## src/rtl/jk_pkg.sv

```systemverilog
// jk_pkg: shared constants for the JK-cell counter slice.
//   MODE_*  : counter operating mode, as driven on jk_mod_counter.mode
//   JK_*    : {j,k} control encodings understood by jk_ff_cell
package jk_pkg;

  localparam logic [1:0] MODE_HOLD = 2'b00;
  localparam logic [1:0] MODE_UP   = 2'b01;
  localparam logic [1:0] MODE_DOWN = 2'b10;
  localparam logic [1:0] MODE_LOAD = 2'b11;

  // {j,k} pairs
  localparam logic [1:0] JK_HOLD   = 2'b00;
  localparam logic [1:0] JK_CLEAR  = 2'b01;
  localparam logic [1:0] JK_SET    = 2'b10;
  localparam logic [1:0] JK_TOGGLE = 2'b11;

endpackage

```

## src/rtl/jk_ff_cell.sv

```systemverilog
// jk_ff_cell: one JK storage bit with synchronous active-high reset.
//   clk     : rising-edge clock
//   rst     : synchronous reset, loads rst_val
//   rst_val : value taken on reset
//   j, k    : 00 hold, 01 clear, 10 set, 11 toggle
//   q       : registered bit
module jk_ff_cell
  import jk_pkg::*;
(
  input  logic clk,
  input  logic rst,
  input  logic rst_val,
  input  logic j,
  input  logic k,
  output logic q
);

  always_ff @(posedge clk) begin
    if (rst) q <= rst_val;
    else begin
      case ({j, k})
        JK_SET:    q <= 1'b1;
        JK_CLEAR:  q <= 1'b0;
        JK_TOGGLE: q <= ~q;
        default:   q <= q;
      endcase
    end
  end

endmodule

```

## src/rtl/jk_mod_counter.sv

```systemverilog
// jk_mod_counter: modulo-MODULUS up/down/load counter built from WIDTH JK cells.
//   clk      : rising-edge clock
//   rst      : synchronous reset, q <= RESET_VAL, wrap <= 0
//   en       : enable; 0 holds state
//   mode     : 00 hold, 01 up, 10 down, 11 load
//   load_val : load data, clamped to MODULUS-1
//   q        : registered count, always in 0..MODULUS-1
//   tc       : combinational terminal count (next enabled edge wraps)
//   wrap     : registered pulse, one cycle per wrap event
module jk_mod_counter
  import jk_pkg::*;
#(
  parameter int WIDTH     = 4,
  parameter int MODULUS   = 10,
  parameter int RESET_VAL = 0
) (
  input  logic             clk,
  input  logic             rst,
  input  logic             en,
  input  logic [1:0]       mode,
  input  logic [WIDTH-1:0] load_val,
  output logic [WIDTH-1:0] q,
  output logic             tc,
  output logic             wrap
);

  localparam logic [WIDTH:0]   MOD_EXT = (WIDTH+1)'(MODULUS);
  localparam logic [WIDTH-1:0] MAX     = WIDTH'(MODULUS - 1);
  localparam logic [WIDTH-1:0] RST_V   = WIDTH'(RESET_VAL);

  // One extra bit: the carry/borrow detects the wrap without ever
  // letting an out-of-range value reach q.
  logic [WIDTH:0]   q_ext, inc, dec, ld_ext;
  logic [WIDTH-1:0] nxt, j, k;
  logic             wrap_nxt, is_load;

  assign q_ext  = {1'b0, q};
  assign inc    = q_ext + (WIDTH+1)'(1);
  assign dec    = q_ext - (WIDTH+1)'(1);
  assign ld_ext = {1'b0, load_val};

  always_comb begin
    nxt      = q;
    wrap_nxt = 1'b0;
    is_load  = 1'b0;
    if (en) begin
      case (mode)
        MODE_UP: begin
          // >= also catches a forced out-of-range q: goes to 0 with wrap
          if (inc >= MOD_EXT) begin
            nxt      = '0;
            wrap_nxt = 1'b1;
          end else nxt = inc[WIDTH-1:0];
        end
        MODE_DOWN: begin
          // borrow only from 0; an out-of-range q just decrements
          if (dec[WIDTH]) begin
            nxt      = MAX;
            wrap_nxt = 1'b1;
          end else nxt = dec[WIDTH-1:0];
        end
        MODE_LOAD: begin
          is_load = 1'b1;
          nxt     = (ld_ext < MOD_EXT) ? load_val : MAX;
        end
        default: ;
      endcase
    end
  end

  // Counting toggles exactly the changing bits; load drives set/clear
  // directly from the data; hold leaves j=k=0 since nxt==q.
  assign j = is_load ?  nxt : (q ^ nxt);
  assign k = is_load ? ~nxt : (q ^ nxt);

  for (genvar i = 0; i < WIDTH; i++) begin : g_bit
    jk_ff_cell u_cell (
      .clk    (clk),
      .rst    (rst),
      .rst_val(RST_V[i]),
      .j      (j[i]),
      .k      (k[i]),
      .q      (q[i])
    );
  end

  assign tc = en & (((mode == MODE_UP)   & (q == MAX)) |
                    ((mode == MODE_DOWN) & (q == '0)));

  always_ff @(posedge clk) begin
    if (rst) wrap <= 1'b0;
    else     wrap <= wrap_nxt;
  end

endmodule

```

## config.mk

```make
export PLATFORM = sky130hd
export DESIGN_NAME = jk_mod_counter
export DESIGN_NICKNAME = d
export VERILOG_FILES = /design/src/rtl/jk_pkg.sv /design/src/rtl/jk_ff_cell.sv /design/src/rtl/jk_mod_counter.sv
export SDC_FILE = /design/constraint.sdc
export NUM_CORES = 1
export LEC_CHECK = 0
export BUFFER_PORTS_ARGS = -buffer_cell sky130_fd_sc_hd__buf_2
export CORE_MARGIN = 3
export CORE_UTILIZATION = 30
export DETAILED_ROUTE_END_ITERATION = 12
export GPL_TIMING_DRIVEN = 0
export PLACE_DENSITY = 0.52
export SYNTH_ARGS = -nofsm -noshare
export SYNTH_HDL_FRONTEND = slang
export SYNTH_SLANG_ARGS = --single-unit
```

## constraint.sdc

```tcl
create_clock -name clk -period 1.95 [get_ports clk]
set_input_delay 0.2925 -clock clk [delete_from_list [all_inputs] [get_ports clk]]
set_output_delay 0.2925 -clock clk [all_outputs]
set_load 0.03 [all_outputs]
```

* Word-level counts from Yosys, hierarchy flattened
Cells that the tools add are included.
** Word-level totals
- Register bits after elaboration :: 5
- Input bits :: 9
- Output and inout port bits :: 6
- Logic and storage cells :: 58
** Operators by class
- Add/subtract/negate cells :: 2
- $lt $le $gt $ge :: 2
- Eq/ne operators :: 16
- Multiplexer cells :: 16
- Bitwise gates (word level) :: 11
- Reductions and logical operators :: 6
** Operator list (number)
- $mux 4 :: 6
- $eq 2x2->1 const B :: 10
- $pmux 1 s3 :: 4
- $pmux 4 s3 :: 1
- $reduce_bool 3->1 :: 4
- $eq 2x1->1 const B :: 5
- $add 4x1->5 const B :: 1
- $ge 5x4->1 const B :: 1
- $not 1->1 :: 5
- $sub 4x1->5 const B :: 1
- $eq 4x4->1 const B :: 1
- $logic_not 4->1 :: 1
- $lt 4x4->1 const B :: 1
- $mux 1 :: 4
- $not 4->4 :: 1
- $xor 4x4->4 :: 1
- $and 1x1->1 :: 3
- $pmux 1 s2 :: 1
- $reduce_or 2->1 :: 1
- $or 1x1->1 :: 1

* Depth between registers and ports, before layout
Gate-level depths: netlist (run 1).
- Depth after elaboration :: 9
- Gate-level depth with buffers :: 6
- Depth with buffers taken out :: 6

* By module
From an unflattened synthesis (run 1), not the netlist that was laid out.
** Unflattened totals
- Cell total of the unflattened synthesis :: 142
- Area, all modules :: 1149.9 sq um
** Modules (own cells, without submodules)
- jk_mod_counter :: times used 1, cells each 106, area each 774.5 sq um, seq. area each 20.0 sq um
- jk_ff_cell :: times used 4, cells each 9, area each 93.8 sq um, seq. area each 30.0 sq um

* Worst setup path before layout (run 1)
No wires, ideal clock.
- Path kind :: flip-flop to flip-flop
- From :: register g_bit[0].u_cell.q
- To :: register g_bit[1].u_cell.q
- Library setup time :: 0.086 ns
- Arrival :: 1.851 ns
- Path slack :: 0.013 ns
- Cell stages (with the launch flop) :: 7
- Path through :: dfxtp_1 -> inv_1 -> ha_1 -> or3b_1 -> a31oi_2 -> o311ai_1 -> a221oi_2
** On the way
- Cells in the longest elaborated chain, start to end :: 9
- Elaborated cells on any way between the ends :: 16
** RTL lines
- start: declaration :: line jk_ff_cell.sv:15 : output logic q
- start signal: assignment :: line jk_ff_cell.sv:19 : if (rst) q <= rst_val;
- start signal: assignment :: line jk_ff_cell.sv:24 : JK_TOGGLE: q <= ~q;
- start signal: assignment :: line jk_ff_cell.sv:25 : default: q <= q;
- $add 4x1->5 :: line jk_mod_counter.sv:38 : assign inc = q_ext + (WIDTH+1)'(1);
- $ge 5x4->1 :: line jk_mod_counter.sv:50 : if (inc >= MOD_EXT) begin
- $mux 4 :: line jk_mod_counter.sv:50
- $pmux 4 s3 (*) :: line jk_mod_counter.sv:47 : case (mode)
- $mux 4 (*) :: line jk_mod_counter.sv:46 : if (en) begin
- $xor 4x4->4 / $not 4->4 (equally long branches) :: line jk_mod_counter.sv:73, jk_mod_counter.sv:74
- $mux 4, on equally long branches :: line jk_mod_counter.sv:74, jk_mod_counter.sv:73
- $eq 2x2->1 / $eq 2x1->1 (equally long branches) :: line jk_ff_cell.sv:21 : case ({j, k})
- $pmux 1 s3 / $reduce_bool 3->1 (equally long branches)
- end signal: assignment :: line jk_ff_cell.sv:19
- end signal: assignment :: line jk_ff_cell.sv:24
- end signal: assignment :: line jk_ff_cell.sv:25
- end: declaration :: line jk_ff_cell.sv:15
Mark *: on every way between the ends. The rest lies on a longest branch, timed or not.
A chain may end at the register's enable or synchronous reset.

* Worst setup path in the final report (run 1)
- From :: register g_bit[0].u_cell.q
- To :: register g_bit[0].u_cell.q
** On the way
- Cells in the longest elaborated chain, start to end :: 9
- Elaborated cells on any way between the ends :: 17
** RTL lines (line)
- $add 4x1->5 :: jk_mod_counter.sv:38
- $ge 5x4->1 :: jk_mod_counter.sv:50
- $mux 4 :: jk_mod_counter.sv:50
- $pmux 4 s3 :: jk_mod_counter.sv:47
- $mux 4 :: jk_mod_counter.sv:46
- $xor 4x4->4 / $not 4->4 (equally long branches) :: jk_mod_counter.sv:73, jk_mod_counter.sv:74
- $mux 4, on equally long branches :: jk_mod_counter.sv:74, jk_mod_counter.sv:73
- $eq 2x2->1 / $eq 2x1->1 (equally long branches) :: jk_ff_cell.sv:21
- $pmux 1 s3 / $reduce_bool 3->1 (equally long branches)
Parallel ways exist; a longest one is shown, timed or not.

==> impl_metrics.csv, run 1 <==
group,metric,value,unit
finish,fin_area,791,µm²
floorplan,fp.dieW,50.9,µm
worst_setup_path,path_class,"flip-flop to flip-flop",
routing,vias,633,
floorplan,ios,15,
timing,fin_crit_sh,0.957,
synthesis,async_flop_share,0,
routing,viasPerCell,5.28,
synthesis,syn_nets,91,
timing,final-setup-viol-count,0,
finish,finish.utilization,0.434,
outcome,status,"finished, final reports clean",
placement,io_buffers,14,
hold_path,min_path_type,"input port to flip-flop",
floorplan,coreArea,0.00182,mm²
synthesis,synth.area.mux_share,0.0166,
worst_setup_path,crit_path_end_kind,"flip-flop",
timing,relSlewSlack,0.708,
job,maxCapViolations,0,
worst_setup_path,worstSetupStartpointType,"flip-flop",
timing,hold_viol,0,
finish,syn2layout_area_growth,30.8,%
global_routing,grt_pass1_wl,2300,µm
clock_network,cts_tree,"built",
worst_setup_path,cp.arrival,1.98,ns
placement,hpwl,1150,µm
timing,drv_slew,0,
global_routing,busiest_layer,"met1",
clock_network,cts_num_sinks,5,
finish,nNetsFinal,112,
routing,ant_nets,0,
floorplan,start_util,0.332,
worst_setup_path,reg2reg_slack,0.08,ns
floorplan,core.rowCount,15,
worst_setup_path,worstPathMaxFanout,6,
routing,drc,0,
routing,wl_per_cell,12.5,µm
synthesis,syn_inst,75,
worst_setup_path,required,2.07,ns
placement,globalplace.congestion,0.748,
synthesis,synth_xor_area_frac,0.0145,
clock_network,cts_htree_levels,1,
global_routing,use_met3,0.0408,
pwr,p_leak,0.331,nW
global_routing,grt_overflow,0,
clock_network,root_buffer,"clkbuf_4",
timing,fmax,536,MHz
clock_network,max-clock-path-buffers,2,
timing,min_period,1.87,ns
global_routing,grtUsageMet1,0.166,
synthesis,yosysUniqueCellTypes,38,
timing,fin_skew,0.00212,ns
synthesis,synth_ff_type,"dfxtp_1",
synthesis,synth_warnings,0,
clock_network,numCtsBuffers,3,
routing,dr.pass1.iters,4,
timing,worst_pin_slew,0.435,ns
synthesis,ys_ff_latch,5,
routing,drtIter0Drc,10,
routing,wl,1500,µm
synthesis,synth_top_family_by_area,"compound AO/OA/AOI/OAI gates",
floorplan,dieHeight,50.9,µm
pwr,peakVddDrop,0.488,mV
clock_network,cts_hold_buf,0,
global_routing,grt_max_degree,11,
synthesis,ys_seq_area_frac,0.166,
synthesis,synth_area,604,µm²
floorplan,die_area,0.00259,mm²
clock_network,path_clk_slew,0.04,ns
clock_network,insertion_delay,0.24,ns
synthesis,synth-adder-area-share,0.145,
finish,drive_gt1_frac,0.337,
global_routing,antenna_found_initial,0,
synthesis,synth-simple-area-share,0.224,
timing,fin_setup_tns,0,ns
pwr,power.density,537,mW/mm²
placement,place_area,706,µm²
synthesis,avgSynthCellArea,8.06,µm²
global_routing,grt_util_met2,0.165,
synthesis,synth-compound-area-share,0.311,
finish,insertedDiodeCount,0,
global_routing,grt_pass1_vias,500,
synthesis,synth_edf_count,0,
global_routing,grt.total_usage,0.117,
## critical path: stages (launching register included)
cell and delay (ns):
dfxtp_4 0.36, buf_12 0.13, ha_1 0.24, or3b_1 0.23
a31oi_4 0.11, o311a_1 0.36, a311o_1 0.32
## cells in the mapped netlist (2+ instances only)
library cell,n,share of area
a21boi_0,2,0.025
a21oi_1,3,0.025
buf_4,4,0.050
dfxtp_1,5,0.17
ha_1,7,0.14
inv_1,8,0.050
nand2_1,5,0.031
nand2b_1,2,0.021
nand3_1,2,0.017
nand4_1,2,0.021
nor2_1,4,0.025
nor2b_1,2,0.021
nor3_1,2,0.017
o21ai_0,3,0.025
## final timing paths
path | cells past startpoint | endpoint | start
setup reg to reg | 6 | g_bit[0].u_cell.q$_SDFFE_PP0P_ | g_bit[0].u_cell.q$_SDFFE_PP0P_
hold / removal | 2 | g_bit[1].u_cell.q$_SDFFE_PP0P_ | rst
setup / recovery | 6 | g_bit[0].u_cell.q$_SDFFE_PP0P_ | g_bit[0].u_cell.q$_SDFFE_PP0P_
hold reg to reg | 2 | g_bit[1].u_cell.q$_SDFFE_PP0P_ | g_bit[1].u_cell.q$_SDFFE_PP0P_
## layout make-up
| type | count | area [µm²] |
|---|---|---|
| timing repair buffer | 16 | 97.6 |
| inverter | 8 | 30.0 |
| tap | 25 | 31.3 |
| buffer | 6 | 45.0 |
| clock buffer | 4 | 26.3 |
| sequential | 5 | 108 |
| multi-input combinational | 56 | 453 |
| fill | 200 | 1030 |
## state kept, by name, indices dropped and copies added, names as in the netlist
name	flops
g_bit.u_cell.q	4
wrap	1
## cell families after synthesis
kind of cell             count (synthesis)
adder cells (fa/ha/maj)                  7
buffers and inverters                   14
XOR/XNOR                                 1
AO/OA/AOI/OAI                           23
multiplexers                             1
AND/OR/NAND/NOR                         24
flip-flops                               5
## placed cells by master, fill, tap and decap left out, types with 2 or more instances in the layout
cell type / instances
buf_2: 14
inv_1: 6
nand2_1: 5
ha_1: 5
buf_4: 5
nor2_1: 4
o21ai_0: 3
a21oi_1: 3
clkbuf_4: 3
dfxtp_1: 3
inv_2: 2
nor2b_1: 2
nand3_1: 2
a21boi_0: 2
nand2b_1: 2
nand4_1: 2
nor3_1: 2
dfxtp_4: 2
## per-stage QoR
| stage | cells | hold WS, ns | setup slack [ns] | total power, mW |
|---|---|---|---|---|
| finish | 120 | 0.281 | 0.0847 | 0.425 |
| global route | 120 | 0.286 | -0.000383 | 0.459 |
| CTS | 118 | 0.274 | 0.0157 | 0.411 |
| detailed placement | 114 | 0.540 | -0.245 | 0.280 |
| global placement | 114 | 0.540 | -0.264 | 0.280 |
| floorplan | 75 | 0.359 | 0.0128 | 0.238 |
## report_power, final
| group | total, mW | switching [mW] | internal [mW] |
|---|---|---|---|
| combinational | 0.187 | 0.101 | 0.0863 |
| clock | 0.115 | 0.0382 | 0.0771 |
| sequential | 0.122 | 0.0113 | 0.111 |
| total | 0.425 | 0.151 | 0.274 |
## repair_timing
item                                    in CTS  in global routing
resized for setup                            4                  6
endpoints found under the setup margin       4                  3
setup buffers                                0                  2
gates cloned                                 0                  0
## layer usage
| metal | part of all wire | vias to the layer above |
|---|---|---|
| li1 | - | 320 |
| met1 | 0.50 | 296 |
| met2 | 0.44 | 15 |
| met3 | 0.036 | 2 |
| met4 | 0.017 | 0 |
| met5 | 0 | - |
Note: power is estimated with default switching activity, not from simulation.
==> run 2, diff against run 1 <==
--- a/config.mk
+++ b/config.mk
@@ -10,7 +10,7 @@
 export CORE_UTILIZATION = 30
 export DETAILED_ROUTE_END_ITERATION = 12
 export GPL_TIMING_DRIVEN = 0
-export PLACE_DENSITY = 0.52
+export PLACE_DENSITY = 0.5
 export SYNTH_ARGS = -nofsm -noshare
 export SYNTH_HDL_FRONTEND = slang
 export SYNTH_SLANG_ARGS = --single-unit
==> constraint.sdc (replaced) <==
create_clock -name clk -period 1.75 [get_ports clk]
set_input_delay 0.2625 -clock clk [delete_from_list [all_inputs] [get_ports clk]]
set_output_delay 0.2625 -clock clk [all_outputs]
set_load 0.03 [all_outputs]
==> impl_metrics.csv, run 2 (synthesized netlist as in run 1, its figures left out) <==
group,metric,value,unit
routing,dr.pass1.iters,4,
worst_setup_path,reg2reg_slack,0.02,ns
placement,globalplace.congestion,0.759,
routing,drc,0,
worst_setup_path,crit_path_end_kind,"flip-flop",
routing,drtIter0Drc,26,
routing,ant_nets,0,
global_routing,grt_pass1_vias,546,
placement,dp.cells,114,
finish,final_common_cell,"buf_2",
worst_setup_path,r2r-start,"g_bit[0].u_cell.q$_SDFFE_PP0P_",
clock_network,insertion_delay,0.24,ns
finish,layout.area.seq,108,µm²
worst_setup_path,crit_buf_inv,1,
timing,worst_pin_slew,0.496,ns
pwr,p_total,507,µW
routing,wl,1630,µm
finish,nNetsFinal,117,
finish,fin_area,858,µm²
outcome,status,"finished, final reports clean",
routing,vias,645,
finish,largest_reg_flops,4,
clock_network,path_clk_slew,0.04,ns
global_routing,grt_overflow,0,
worst_setup_path,worst-path-stages,6,
clock_network,cts_htree_levels,1,
pwr,p_leak,0.362,nW
worst_setup_path,r2r-end,"wrap$_SDFF_PP0_",
placement,hpwl,1150,µm
clock_network,numCtsBuffers,3,
finish,drive_gt1_frac,0.440,
finish,final_cell_mix,"buf_2 (14), buf_4 (11), inv_1 (6), nand2_1 (5)",
pwr,peakVddDrop,0.487,mV
floorplan,start_util,0.332,
floorplan,ios,15,
timing,final-setup-viol-count,0,
finish,syn2layout_area_growth,42.0,%
worst_setup_path,crit_family,"simple AND/OR/NAND/NOR gates",
pwr,power.density,590,mW/mm²
finish,top_register,"g_bit.u_cell.q",
timing,fin_skew,0.00324,ns
timing,fmax,576,MHz
global_routing,grt_max_degree,11,
worst_setup_path,crit_end,"wrap$_SDFF_PP0_",
floorplan,coreArea,0.00182,mm²
worst_setup_path,required,1.87,ns
global_routing,grt.total_usage,0.128,
job,maxCapViolations,0,
timing,drv_slew,0,
worst_setup_path,cp.arrival,1.86,ns
worst_setup_path,worstPathMaxFanout,5,
finish,final_cell_count_no_fill,125,
worst_setup_path,critical_path.max_stage_delay,0.40,ns
clock_network,cts_tree,"built",
hold_path,min_path_type,"input port to flip-flop",
global_routing,antenna_found_initial,0,
routing,viasPerCell,5.16,
timing,hold_viol,0,
worst_setup_path,cp_cell_sequence,"inv_4 > ha_4 > or3b_4 > a31oi_4 > o41ai_1 > and4_1",
placement,place_area,721,µm²
finish,fillerInstances,193,
worst_setup_path,cp-startpoint,"g_bit[0].u_cell.q$_SDFFE_PP0P_",
worst_setup_path,cp_slowest_cell,"dfxtp_4",
clock_network,root_buffer,"clkbuf_4",
floorplan,dieHeight,50.9,µm
floorplan,core.rowCount,15,
timing,fin_crit_sh,0.991,
floorplan,fp.dieW,50.9,µm
global_routing,grt_pass1_wl,2500,µm
finish,multiInputGateArea,487,µm²
placement,io_buffers,14,
timing,min_period,1.73,ns
finish,insertedDiodeCount,0,
worst_setup_path,path_class,"flip-flop to flip-flop",
clock_network,max-clock-path-buffers,2,
floorplan,die_area,0.00259,mm²
routing,wl_per_cell,13.0,µm
worst_setup_path,worstSetupStartpointType,"flip-flop",
timing,fin_setup_tns,0,ns
timing,rsz0062_at_grt,"yes",
finish,top_regs,"g_bit.u_cell.q x4, wrap x1",
clock_network,cts_num_sinks,5,
timing,relSlewSlack,0.667,
worst_setup_path,ff2ff_path_depth,6,
finish,finish.utilization,0.471,
==> run 2: final cells by class <==
| cell class | instances | area share |
|---|---|---|
| repair buffers | 21 | 0.146 |
| plain buffers | 6 | 0.0539 |
| flip-flops and latches | 5 | 0.125 |
| well taps | 25 | 0.0364 |
| multi-input cells | 56 | 0.567 |
| clock buffers | 4 | 0.0306 |
| inverters | 8 | 0.0408 |
==> run 2: how the worst min path moves through the flow <==
| stage | start | to | slack, ns | cells past startpoint |
|---|---|---|---|---|
| 2_1_floorplan | rst | g_bit[1].u_cell.q$_SDFFE_PP0P_ | 0.32 | 1 |
| 3_3_place_gp | rst | g_bit[1].u_cell.q$_SDFFE_PP0P_ | 0.49 | 2 |
| 3_5_place_dp | rst | g_bit[1].u_cell.q$_SDFFE_PP0P_ | 0.49 | 2 |
| 4_1_cts | rst | g_bit[1].u_cell.q$_SDFFE_PP0P_ | 0.23 | 2 |
| 5_1_grt | rst | g_bit[1].u_cell.q$_SDFFE_PP0P_ | 0.24 | 2 |
| 6_report | rst | g_bit[1].u_cell.q$_SDFFE_PP0P_ | 0.23 | 2 |
==> run 2: stage by stage <==
stage               worst slack, ns  hold WS, ns
floorplan                  0.000291        0.321
global placement             -0.183        0.490
detailed placement           -0.170        0.487
CTS                         0.00189        0.233
global route                -0.0417        0.244
finish                       0.0152        0.234
==> run 2: where the power goes <==
part / switching [mW] / internal, mW
Sequential: 0.0138 / 0.124
Clock: 0.0415 / 0.0858
Combinational: 0.126 / 0.116
==> run 2: worst register-to-register path, delay by kind of cell (launching register included) <==
family	cells	cell delay, ns
AOI/OAI and AO/OA	2	0.34
and+or+nand+nor	2	0.60
adders and majority gates	1	0.23
buffers and inverters	1	0.06
DFF	1	0.40
==> run 2: what timing repair did <==
action / 4_1_cts / 5_1_grt
endpoints found under the setup margin: 4 / 4
pin swaps: 1 / 6
hold endpoints to repair: 0 / 0
resized for setup: 7 / 11
buffers inserted: 4 / 3
hold buffers: 0 / 0
==> run 2: layer usage <==
layer | GRT usage | routed length, µm
met5 | 0 | 0
met2 | 0.200 | 829
met3 | 0.0350 | 79
met1 | 0.181 | 717
met4 | 0.0135 | 0
==> run 3, diff against run 2 <==
--- a/config.mk
+++ b/config.mk
@@ -5,12 +5,13 @@
 export SDC_FILE = /design/constraint.sdc
 export NUM_CORES = 1
 export LEC_CHECK = 0
+export ABC_AREA = 1
 export BUFFER_PORTS_ARGS = -buffer_cell sky130_fd_sc_hd__buf_2
 export CORE_MARGIN = 3
 export CORE_UTILIZATION = 30
 export DETAILED_ROUTE_END_ITERATION = 12
 export GPL_TIMING_DRIVEN = 0
-export PLACE_DENSITY = 0.5
+export PLACE_DENSITY = 0.51
 export SYNTH_ARGS = -nofsm -noshare
 export SYNTH_HDL_FRONTEND = slang
 export SYNTH_SLANG_ARGS = --single-unit
==> impl_metrics.csv, run 3 <==
group,metric,value,unit
outcome,status,"finished, final reports clean",
timing,worst_slack,0.0850,ns
finish,largest_reg_flops,4,
synthesis,synth_warnings,0,
clock_network,cts_num_sinks,5,
worst_setup_path,critical_path.max_stage_delay,0.36,ns
synthesis,ys_seq_area_frac,0.180,
timing,drv_slew,0,
placement,dp.cells,121,
finish,top_regs,"g_bit.u_cell.q x4, wrap x1",
routing,viasPerCell,4.44,
timing,worst_pin_slew,0.390,ns
worst_setup_path,r2r-start,"g_bit[0].u_cell.q$_SDFFE_PP0P_",
clock_network,numCtsBuffers,3,
synthesis,synth.area.top_cells,"dfxtp_1 (18%), ha_1 (16%), nand2_1 (8.1%)",
synthesis,async_flop_share,0,
worst_setup_path,crit_buf_inv,2,
routing,top_layer,"met3",
pwr,power.density,587,mW/mm²
routing,ant_nets,0,
finish,fin_area,762,µm²
timing,min_period,1.67,ns
finish,finish.utilization,0.468,
synthesis,syn_nets,99,
timing,hold_viol,0,
placement,place_area,656,µm²
floorplan,start_util,0.341,
finish,fillerInstances,173,
job,maxCapViolations,0,
routing,dr.pass1.iters,4,
placement,globalplace.congestion,0.827,
worst_setup_path,crit_path_end_kind,"output port",
pwr,peakVddDrop,0.170,mV
worst_setup_path,path_class,"flip-flop to output port",
routing,wirelength_met1,645,µm
placement,hpwl,1000,µm
pwr,p_leak,0.383,nW
finish,final_cell_mix,"buf_2 (13), nand2_1 (11), buf_4 (10), inv_1 (9), a21oi_1 (7)",
global_routing,antenna_found_initial,0,
floorplan,ios,15,
worst_setup_path,required,1.49,ns
global_routing,grt.total_usage,0.110,
finish,final_common_cell,"buf_2",
timing,fin_crit_sh,0.951,
pwr,pwr-share-comb,0.416,
clock_network,cts_htree_levels,1,
global_routing,grt_pass1_wl,2080,µm
global_routing,grt_max_degree,9,
worst_setup_path,reg2reg_slack,0.32,ns
timing,fin_skew,0.00253,ns
finish,insertedDiodeCount,0,
worst_setup_path,cp_slowest_cell,"dfxtp_4",
synthesis,synth_edf_count,0,
floorplan,fp.dieW,49.0,µm
finish,multiInputGateArea,378,µm²
placement,pre_cts_ws,0.161,ns
synthesis,synth_area,556,µm²
clock_network,path_clk_slew,0.04,ns
hold_path,holdPathStages,3,
worst_setup_path,crit_family,"flip-flops",
finish,final_cell_count_no_fill,131,
pwr,switching_share,0.348,
timing,fmax,601,MHz
floorplan,die_area,0.00240,mm²
finish,nNetsFinal,124,
placement,io_buffers,14,
floorplan,coreArea,0.00163,mm²
routing,drc,0,
synthesis,synth_ff_type,"dfxtp_1",
synthesis,synth.top_cell.area_share,0.180,
worst_setup_path,ff2ff_path_depth,11,
timing,relSlewSlack,0.739,
clock_network,insertion_delay,0.23,ns
synthesis,avgSynthCellArea,6.69,µm²
clock_network,cts_tree,"built",
synthesis,post-synth-top-count-cell,"nand2_1",
floorplan,core.rowCount,14,
pwr,clkPwrFrac,0.282,
global_routing,grt_pass1_vias,487,
synthesis,synth_commonest_cells,"nand2_1 (12), inv_1 (11), a21oi_1 (8)",
worst_setup_path,cp-startpoint,"g_bit[0].u_cell.q$_SDFFE_PP0P_",
hold_path,min_path_type,"input port to flip-flop",
global_routing,grt_overflow,0,
routing,wl,1320,µm
routing,wl_met3,70,µm
worst_setup_path,worstSetupStartpointType,"flip-flop",
synthesis,ys_ff_latch,5,
routing,wl_met2,607,µm
hold_path,min-delay-start,"rst",
floorplan,dieHeight,49.0,µm
clock_network,root_buffer,"clkbuf_4",
finish,layout.area.seq,108,µm²
synthesis,syn_inst,83,
routing,vias,581,
timing,holdWs,0.290,ns
worst_setup_path,cp.arrival,1.40,ns
finish,top_register,"g_bit.u_cell.q",
synthesis,yosys.area.top_type,"dfxtp_1",
worst_setup_path,cp_cell_sequence,"inv_2 > ha_4 > nand2_1 > nor2_2 > nand2_2 > a21oi_2 > buf_6",
worst_setup_path,worstPathMaxFanout,6,
clock_network,max-clock-path-buffers,2,
finish,drive_gt1_frac,0.430,
routing,drtIter0Drc,3,
worst_setup_path,r2r-end,"g_bit[1].u_cell.q$_SDFFE_PP0P_",
hold_path,min_to,"g_bit[2].u_cell.q$_SDFFE_PP0P_",
pwr,seqPwrFrac,0.301,
pwr,intPower,292,µW
timing,final-setup-viol-count,0,
routing,wl_per_cell,10.1,µm
finish,syn2layout_area_growth,37.2,%
pwr,switchingPower,156,µW
synthesis,yosysUniqueCellTypes,21,
==> run 3: worst max path at each step <==
stage                                     end  slack (ns)  depth (start not counted)
5_1_grt                                    tc       -0.02                          7
2_1_floorplan                              tc        0.14                          6
3_3_place_gp   g_bit[2].u_cell.q$_SDFFE_PP0P_        0.15                          8
6_report                                   tc        0.08                          7
4_1_cts                                    tc       0.002                          7
3_5_place_dp                               tc        0.16                          7
==> run 3: area by class of cell <==
class | count | share of cell area
well taps | 24 | 0.0394
flip-flops and latches | 5 | 0.141
inverters | 14 | 0.0755
plain buffers | 5 | 0.0542
clock buffers | 4 | 0.0345
multi-input cells | 59 | 0.496
repair buffers | 20 | 0.159
==> run 3: power groups by stage <==
stage,logic (mW),clock network (mW),registers [mW]
6_report,0.186,0.126,0.135
5_1_grt,0.205,0.142,0.136
4_1_cts,0.159,0.130,0.138
3_5_place_dp,0.153,0,0.139
3_3_place_gp,0.152,0,0.139
2_1_floorplan,0.117,0,0.135
==> run 3: logic make-up after synthesis <==
| kind of cell | Yosys count | synth area share |
|---|---|---|
| AO/OA/AOI/OAI | 19 | 0.196 |
| adder cells (fa/ha/maj) | 7 | 0.158 |
| buffers and inverters | 19 | 0.173 |
| flip-flops | 5 | 0.180 |
| AND/OR/NAND/NOR | 33 | 0.293 |
==> run 3: through the flow <==
| stage | power, mW | setup TNS, ns |
|---|---|---|
| final | 0.448 | 0 |
| after global routing | 0.483 | -0.0169 |
| after CTS | 0.426 | 0 |
| after detailed placement | 0.292 | 0 |
| after global placement | 0.291 | 0 |
| after floorplan | 0.251 | 0 |
==> run 3: metal layers <==
metal  GRT usage  up-vias
li1            -      315
met1       0.143      246
met2       0.181       20
met3      0.0183        0
met4      0.0427        0
met5           0        -
==> run 3: tightest hold or removal path, stage by stage <==
cell,delay (ns)
buf_2,0.09
a21oi_1,0.04
o21a_1,0.09
==> run 3: what timing repair did <==
action | CTS | global route
hold buffers | 0 | 0
setup buffers | 0 | 6
pin swaps | 1 | 3
resized for setup | 7 | 6
endpoints found under the setup margin | 1 | 1
endpoints found under the hold margin | 0 | 0
